==> config.mk <==
export PLATFORM = sky130hd
export DESIGN_NAME = perf_counter_bank
export DESIGN_NICKNAME = d
export VERILOG_FILES = /design/src/rtl/perf_counter_bank.sv
export SDC_FILE = /design/constraint.sdc
export NUM_CORES = 1
export LEC_CHECK = 0
export CORE_ASPECT_RATIO = 1.75
export CORE_UTILIZATION = 54
export DETAILED_ROUTE_END_ITERATION = 8
export GPL_ROUTABILITY_DRIVEN = 0
export MAX_ROUTING_LAYER = met4
export PLACE_DENSITY = 0.76
export SYNTH_ARGS = -nofsm -noshare
export SYNTH_HDL_FRONTEND = slang
export SYNTH_SLANG_ARGS = --single-unit
==> constraint.sdc <==
create_clock -name clk -period 19.3 [get_ports clk]
set_input_delay 1.93 -clock clk [delete_from_list [all_inputs] [get_ports clk]]
set_output_delay 1.93 -clock clk [all_outputs]
set_load 0.01 [all_outputs]
==> src/rtl/perf_counter_bank.sv <==
// perf_counter_bank: configurable bank of core performance counters with halt freeze and shadow snapshot.
// Latency: counters and stat outputs update one edge after the sampled event; rd_data is combinational from the shadow bank.
// Backpressure: none; every cycle is accepted. Build option PERF_SAT_EN selects saturating counters (default: wrap to 0).
module perf_counter_bank #(
  parameter int CNT_W   = 32,
  parameter int NUM_EXT = 2,
  parameter int SEL_W   = 4
) (
  input  logic               clk,
  input  logic               reset,
  input  logic [5:0]         op,
  input  logic [5:0]         funct,
  input  logic               inst_valid,
  input  logic               stall,
  input  logic               branch_taken,
  input  logic               halt,
  input  logic [NUM_EXT-1:0] ext_ev,
  input  logic               clear,
  input  logic               snap,
  input  logic [SEL_W-1:0]   rd_sel,
  output logic [CNT_W-1:0]   rd_data,
  output logic [CNT_W-1:0]   statTC,
  output logic [CNT_W-1:0]   statR,
  output logic [CNT_W-1:0]   statI,
  output logic [CNT_W-1:0]   statJ,
  output logic               halted,
  output logic               ovf
);

  // Fixed counter slots; external channels follow the built-in ones.
  localparam int IDX_TC     = 0;
  localparam int IDX_RET    = 1;
  localparam int IDX_R      = 2;
  localparam int IDX_I      = 3;
  localparam int IDX_J      = 4;
  localparam int IDX_BR     = 5;
  localparam int IDX_STALL  = 6;
  localparam int IDX_SYS    = 7;
  localparam int IDX_EXT0   = 8;
  localparam int NUM_CNT    = IDX_EXT0 + NUM_EXT;

  typedef enum logic {
    ST_RUN    = 1'b0,
    ST_HALTED = 1'b1
  } state_t;

  state_t           state_q;
  logic             halted_q;
  logic             ovf_q, ovf_d;
  logic [CNT_W-1:0] cnt_q [NUM_CNT];
  logic [CNT_W-1:0] cnt_d [NUM_CNT];
  logic [CNT_W-1:0] shd_q [NUM_CNT];
  logic [NUM_CNT-1:0] inc;

  logic retire;
  logic is_r;
  logic is_j;
  logic is_sys;

  // Decode the retire slot and pipeline strobes into one increment request per counter.
  always_comb begin
    inc    = '0;
    retire = inst_valid && !stall;
    is_r   = (op == 6'h00);
    is_j   = (op == 6'h02) || (op == 6'h03);
    is_sys = is_r && (funct == 6'h0C);

    inc[IDX_TC]    = 1'b1;
    inc[IDX_RET]   = retire;
    inc[IDX_R]     = retire && is_r;
    inc[IDX_I]     = retire && !is_r && !is_j;
    inc[IDX_J]     = retire && is_j;
    inc[IDX_BR]    = branch_taken;
    inc[IDX_STALL] = stall;
    inc[IDX_SYS]   = retire && is_sys;
    for (int k = 0; k < NUM_EXT; k++) begin
      inc[IDX_EXT0 + k] = ext_ev[k];
    end
  end

  // Next counter values: clear beats counting, HALTED freezes, all-ones either wraps or holds.
  always_comb begin
    ovf_d = ovf_q;
    for (int i = 0; i < NUM_CNT; i++) begin
      cnt_d[i] = cnt_q[i];
      if (clear) begin
        cnt_d[i] = '0;
      end else if ((state_q == ST_RUN) && inc[i]) begin
        if (&cnt_q[i]) begin
          // Overflow is flagged the same way whether the counter wraps or saturates.
          ovf_d = 1'b1;
`ifdef PERF_SAT_EN
          cnt_d[i] = cnt_q[i];
`else
          cnt_d[i] = '0;
`endif
        end else begin
          cnt_d[i] = cnt_q[i] + CNT_W'(1);
        end
      end
    end
    if (clear) begin
      ovf_d = 1'b0;
    end
  end

  // Live counter bank and sticky overflow flag.
  always_ff @(posedge clk or posedge reset) begin
    if (reset) begin
      for (int i = 0; i < NUM_CNT; i++) begin
        cnt_q[i] <= '0;
      end
      ovf_q <= 1'b0;
    end else begin
      for (int i = 0; i < NUM_CNT; i++) begin
        cnt_q[i] <= cnt_d[i];
      end
      ovf_q <= ovf_d;
    end
  end

  // Shadow bank captures the pre-update live values, so a snap alongside clear keeps the old counts.
  always_ff @(posedge clk or posedge reset) begin
    if (reset) begin
      for (int i = 0; i < NUM_CNT; i++) begin
        shd_q[i] <= '0;
      end
    end else if (snap) begin
      for (int i = 0; i < NUM_CNT; i++) begin
        shd_q[i] <= cnt_q[i];
      end
    end
  end

  // RUN/HALTED control with a registered halted flag; halt is ignored once halted, only clear resumes.
  always_ff @(posedge clk or posedge reset) begin
    if (reset) begin
      state_q  <= ST_RUN;
      halted_q <= 1'b0;
    end else begin
      case (state_q)
        ST_RUN: begin
          if (!clear && halt) begin
            state_q  <= ST_HALTED;
            halted_q <= 1'b1;
          end
        end
        ST_HALTED: begin
          if (clear) begin
            state_q  <= ST_RUN;
            halted_q <= 1'b0;
          end
        end
        default: begin
          state_q  <= ST_RUN;
          halted_q <= 1'b0;
        end
      endcase
    end
  end

  // Shadow readout; indices past the last implemented counter read as zero.
  always_comb begin
    rd_data = '0;
    for (int i = 0; i < NUM_CNT; i++) begin
      if (32'(rd_sel) == 32'(i)) begin
        rd_data = shd_q[i];
      end
    end
  end

  assign statTC = cnt_q[IDX_TC];
  assign statR  = cnt_q[IDX_R];
  assign statI  = cnt_q[IDX_I];
  assign statJ  = cnt_q[IDX_J];
  assign halted = halted_q;
  assign ovf    = ovf_q;

endmodule

==> results of run 1 <==
==> synthesized netlist by cell type (all sizes together), types with 25 or more instances <==
| cell | n | share of area |
|---|---|---|
| and2 | 26 | 0.0051 |
| nand3 | 146 | 0.023 |
| o21ai | 170 | 0.027 |
| nand4 | 83 | 0.016 |
| a221oi | 25 | 0.0068 |
| xor2 | 103 | 0.028 |
| or3 | 30 | 0.0060 |
| nor2 | 321 | 0.038 |
| buf | 171 | 0.036 |
| a22oi | 38 | 0.0089 |
| a21oi | 114 | 0.018 |
| inv | 32 | 0.0038 |
| nand2 | 239 | 0.028 |
| nor4 | 42 | 0.011 |
| clkbuf | 105 | 0.012 |
| dfrtp | 643 | 0.50 |
| nor3 | 42 | 0.0069 |
| and3 | 44 | 0.0086 |
| o2bb2ai | 26 | 0.0071 |
| xnor2 | 96 | 0.026 |
| and4 | 44 | 0.012 |
| a31oi | 31 | 0.0061 |
| mux2 | 317 | 0.11 |
==> registers in the layout, indices dropped and copies added (netlist names) <==
name and cells:
state_q 1, statI 32, cnt_q 192, shd_q 320, ovf 1, halted 1
statJ 32, statR 32, statTC 32
==> metrics by stage <==
stage	setup WS, ps	instance area, µm²	util
6_report	11280	35650	0.6103
5_1_grt	11080	35650	0.6103
2_1_floorplan	8585	32020	-
4_1_cts	11480	35600	0.6094
3_3_place_gp	11730	33570	0.5748
3_5_place_dp	11480	33570	0.5748
==> where the power goes <==
| group | switching, W | total [W] | internal, W | leakage [nW] |
|---|---|---|---|---|
| combinational | 0.000103 | 0.000149 | 0.0000457 | 5.54 |
| sequential | 0.0000110 | 0.00137 | 0.00135 | 8.97 |
| clock | 0.000530 | 0.00123 | 0.000699 | 1.01 |
| total | 0.000644 | 0.00274 | 0.00210 | 15.5 |
==> critical path, stage by stage <==
cell	delay [ps]
clkdlybuf4s50_1	1250
nor4bb_4	1280
a221oi_1	230
a31oi_1	430
a211oi_1	120
o21ai_0	270
clkdlybuf4s50_1	570
==> logic make-up after synthesis <==
group,count (synthesis),synth area share
mux,325,0.1140
simple gates,1098,0.1740
compound gates,501,0.09865
buf+inv,308,0.05241
xor+xnor,199,0.05444
flops,643,0.5026
fa+ha+maj,10,0.003908
==> layout make-up <==
| type | count | area share |
|---|---|---|
| clock buffers | 79 | 0.04658 |
| repair buffers | 213 | 0.05841 |
| clock inverters | 30 | 0.01018 |
| multi-input cells | 2133 | 0.4014 |
| inverters | 32 | 0.003475 |
| diodes | 20 | 0.001404 |
| well taps | 773 | 0.02713 |
| flip-flops and latches | 643 | 0.4514 |
==> cell usage in the layout, fill, tap and decap left out, drive strengths merged, types with 44 or more instances in the layout <==
| master | instances |
|---|---|
| a21oi | 114 |
| and3 | 44 |
| and4 | 44 |
| clkbuf | 79 |
| clkdlybuf4s50 | 185 |
| dfrtp | 643 |
| mux2 | 317 |
| nand2 | 239 |
| nand3 | 146 |
| nand4 | 83 |
| nor2 | 321 |
| o21ai | 170 |
| xnor2 | 96 |
| xor2 | 103 |
==> worst paths after layout <==
kind                       startpoint     endpoint  slack, ps  depth (start not counted)
setup reg to reg            statTC[0]   statTC[16]      16060                          7
min in group asynchronous       reset    statJ[23]       1840                          2
max in group asynchronous       reset   cnt_q[102]      14110                          5
hold / removal             cnt_q[268]   cnt_q[268]        510                          1
hold reg to reg            cnt_q[268]   cnt_q[268]        510                          1
setup / recovery            rd_sel[0]  rd_data[22]      11280                          7
==> per-layer routing <==
layer  global-route usage  part of all wire  vias to the layer above
li1                     -                 -                    10957
met1               0.3758              0.33                    12696
met2               0.5733              0.48                     1395
met3               0.1118             0.082                      475
met4               0.3373              0.11                        0
met5                    -                 0                        -
==> results.tsv, run 1 <==
metric	value	unit
drive_above_1_share	0.1578	
cts-root-to-sink-buffers	3	
drv_cap	0	
wl_per_cell	26.59	µm
clock.fmax	124.7	MHz
grt_util_all_layers	0.3713	
layoutNonFillerInstCount	3923	
worstSkewPairLatency	640	ps
flow.area_growth_from_synthesis	11.35	%
min-delay-path-class	reg -> reg	
synthesis.area	32010	µm²
core_area	58410	µm²
tritoncts	done	
grt_start_max_net_pins	186	
synth_seq_cells	643	
fill_cells	4585	
vias	25523	
drt_pre_antenna_iters	8	
floorplan.initialDensity	0.5481	
synth_flop_cell	dfrtp_1	
slew_headroom	0.1144	
clock-sinks	643	
first_global_vias	24956	
crit_required	17370	ps
ctsHtreeMaxLevel	2	
detailedRoute.firstIterationViolations	2761	
antenna_found_initial	19	
floorplan.die.width	186.1	µm
synth_edf_count	0	
grt_pass1_wl	158800	µm
yosysWarnings	0	
report.final.slew_viol_count	0	
worst_tran_pin_value	1322	ps
wirelength	104300	µm
clk_pin_slew_worst_paths	60	ps
critPathLaunchType	input pin	
cp_endpoint_kind	output pin	
detail_route.drc_violations	0	
globalRouteOverflowTotal	0	
timing.clock.skew	37.85	ps
hold_viol	0	
p_per_cell_area	76.96	nW/µm²
yosys.cell_types.count	72	
post-layout-total-power	0.002743	W
leakage	15.52	nW
multi_input_comb_area	14310	µm²
dpl.cell_count	3794	
syn_avg_cell_area	10.38	µm²
setup-tns-final	0	ps
syn-num-nets	3120	
dp_hpwl	75490	µm
fin_nets	3117	
synth_async_sr_flop_share	1.000	
numCtsBuffers	58	
cts-root-buf	clkbuf_16	
ir_worst_vdd	0.07170	mV
cts_setup_buffers	0	
die_y	324.1	µm
route.detailed.vias_per_inst	6.506	
hold_buf_count_cts	0	
port_buffers	187	
rsz0062_at_grt	no	
critical_path_class	in -> out	
run_status	finished, final reports clean	
cts_resized	0	
fin_hold_ws	511.0	ps
fin_crit_sh	0.4154	
critical_path_fanout_max	31	
fp-row-count	117	
boundaryPins	188	
floorplan.die_area	60300	µm²
regArea	16090	µm²
finalSetupViolCount	0	
post-route-min-period	8018	ps
antenna_violating_nets_post_route	0	
syn_inst	3084	
critPathArrivalTime	6090	ps
synth.yosys.seq_area_share	0.5026	
Note: power is estimated with default switching activity, not from simulation.
==> run 2: changes to the inputs <==
==> constraint.sdc (replaced) <==
create_clock -name clk -period 6.7 [get_ports clk]
set_input_delay 0.67 -clock clk [delete_from_list [all_inputs] [get_ports clk]]
set_output_delay 0.67 -clock clk [all_outputs]
set_load 0.01 [all_outputs]
==> run 2 against run 1 <==
  * First-iteration DRC count is 1.4% lower
  * Via count down 0.19%
  * Largest cell class unchanged
  * Worst hold slack got worse by 2.0 ps
  * Critical path type unchanged
  * Register-to-register slack got worse by 13000 ps
  * Combinational power rose to 2.9 times the previous value
==> results.tsv, run 2 (synthesis gave the netlist of run 1 again) <==
metric	value	unit
post_route_utilization	0.6105	
die_y	324.1	µm
setup-tns-final	0	ps
largest_register	shd_q	
hold_viol	0	
grt_start_max_net_pins	193	
worst_tran_pin_value	1361	ps
drive_above_1_share	0.1560	
slew_headroom	0.09124	
globalRouteOverflowTotal	0	
grt_pass1_wl	156200	µm
ctsHtreeMaxLevel	2	
grt_util_all_layers	0.3652	
min-delay-path-class	in -> reg	
fin_nets	3112	
grt_busiest_layer	met2	
cts-root-to-sink-buffers	3	
numCtsBuffers	55	
route.detailed.vias_per_inst	6.517	
tritoncts	done	
critical_path_class	in -> out	
vias	25474	
critPathLaunchType	input pin	
ir_worst_vdd	0.2185	mV
fin_crit_sh	0.8294	
final_design_area_no_fill	35660	µm²
run_status	finished, final reports clean	
cts_setup_buffers	0	
antenna_violating_nets_post_route	0	
layout_common_cells	dfrtp_1, nor2_1, mux2_2, nand2_1, clkdlybuf4s50_1	
port_buffers	187	
floorplan.initialDensity	0.5481	
wirelength	103100	µm
commonest_non_fill_non_tap_cell_in_the_layout	dfrtp_1	
timing.clock.skew	33.76	ps
post-layout-total-power	0.007910	W
cts_resized	0	
use_met3	0.1003	
cp_endpoint_kind	output pin	
drt_pre_antenna_iters	9	
clock.fmax	180.0	MHz
first_global_vias	24717	
p_per_cell_area	221.8	nW/µm²
wl_per_cell	26.38	µm
grtUsageMet2	0.5601	
critical_path_fanout_max	31	
largestRegisters	shd_q (320), cnt_q (192)	
antenna_found_initial	13	
hold_buf_count_cts	0	
largest_register_ffs	320	
worstSkewPairLatency	650	ps
drv_cap	0	
post_dp_area	33620	µm²
met1_usage	0.3767	
floorplan.die_area	60300	µm²
flow.area_growth_from_synthesis	11.40	%
boundaryPins	188	
post-route-min-period	5557	ps
finalSetupViolCount	0	
fin_hold_ws	508.9	ps
crit_required	6030	ps
rsz0062_at_grt	no	
fp-row-count	117	
detail_route.drc_violations	0	
dp_hpwl	75040	µm
clock-sinks	643	
clk_pin_slew_worst_paths	70	ps
report.final.slew_viol_count	0	
cts-root-buf	clkbuf_16	
detailedRoute.firstIterationViolations	2723	
critPathArrivalTime	4890	ps
leakage	15.49	nW
floorplan.die.width	186.1	µm
core_area	58410	µm²
[run 2: layout make-up]
type	instances	area [µm²]
Antenna cell	15	37.54
Clock buffer	72	1562
Clock inverter	30	442.9
Fill cell	4588	22750
Inverter	32	123.9
Multi-Input combinational cell	2133	14310
Sequential cell	643	16090
Tap cell	773	967.2
Timing Repair Buffer	211	2130
[run 2: metrics by stage]
stage               instances  setup WS, ps
detailed placement       3792          1362
finish                   3909          1143
CTS                      3894          1360
global route             3908          1069
floorplan                3084         -2755
global placement         3792          1671
[run 2: worst max-delay path, cell delays in order]
cell and delay (ps):
clkdlybuf4s50_1 1230, nor4bb_4 1310, a221oi_1 200, a31oi_1 340
a211oi_1 100, o21ai_0 410, clkdlybuf4s50_1 620
[run 2: metal layers]
metal	share of wire	wire length [µm]
met5	0	0
met4	0.12	12190
met3	0.087	8995
met2	0.47	48670
met1	0.32	33270
[run 2: power breakdown]
group          internal [W]  leakage [nW]  switching, W
Combinational      0.000135          5.55      0.000294
Clock               0.00204         0.968       0.00151
Sequential          0.00390          8.97     0.0000301
Total               0.00607          15.5       0.00184
[run 2: path summary, 6_finish.rpt]
kind                       depth (start not counted)       from  slack, ps          to
min in group asynchronous                          2      reset        590   shd_q[87]
min                                                2      clear        510  cnt_q[284]
min reg2reg                                        1  shd_q[45]        510   shd_q[45]
max reg2reg                                        6  statJ[11]       3440   statJ[22]
max                                                7  rd_sel[0]       1140  rd_data[6]
max in group asynchronous                          4      reset       4420   cnt_q[14]
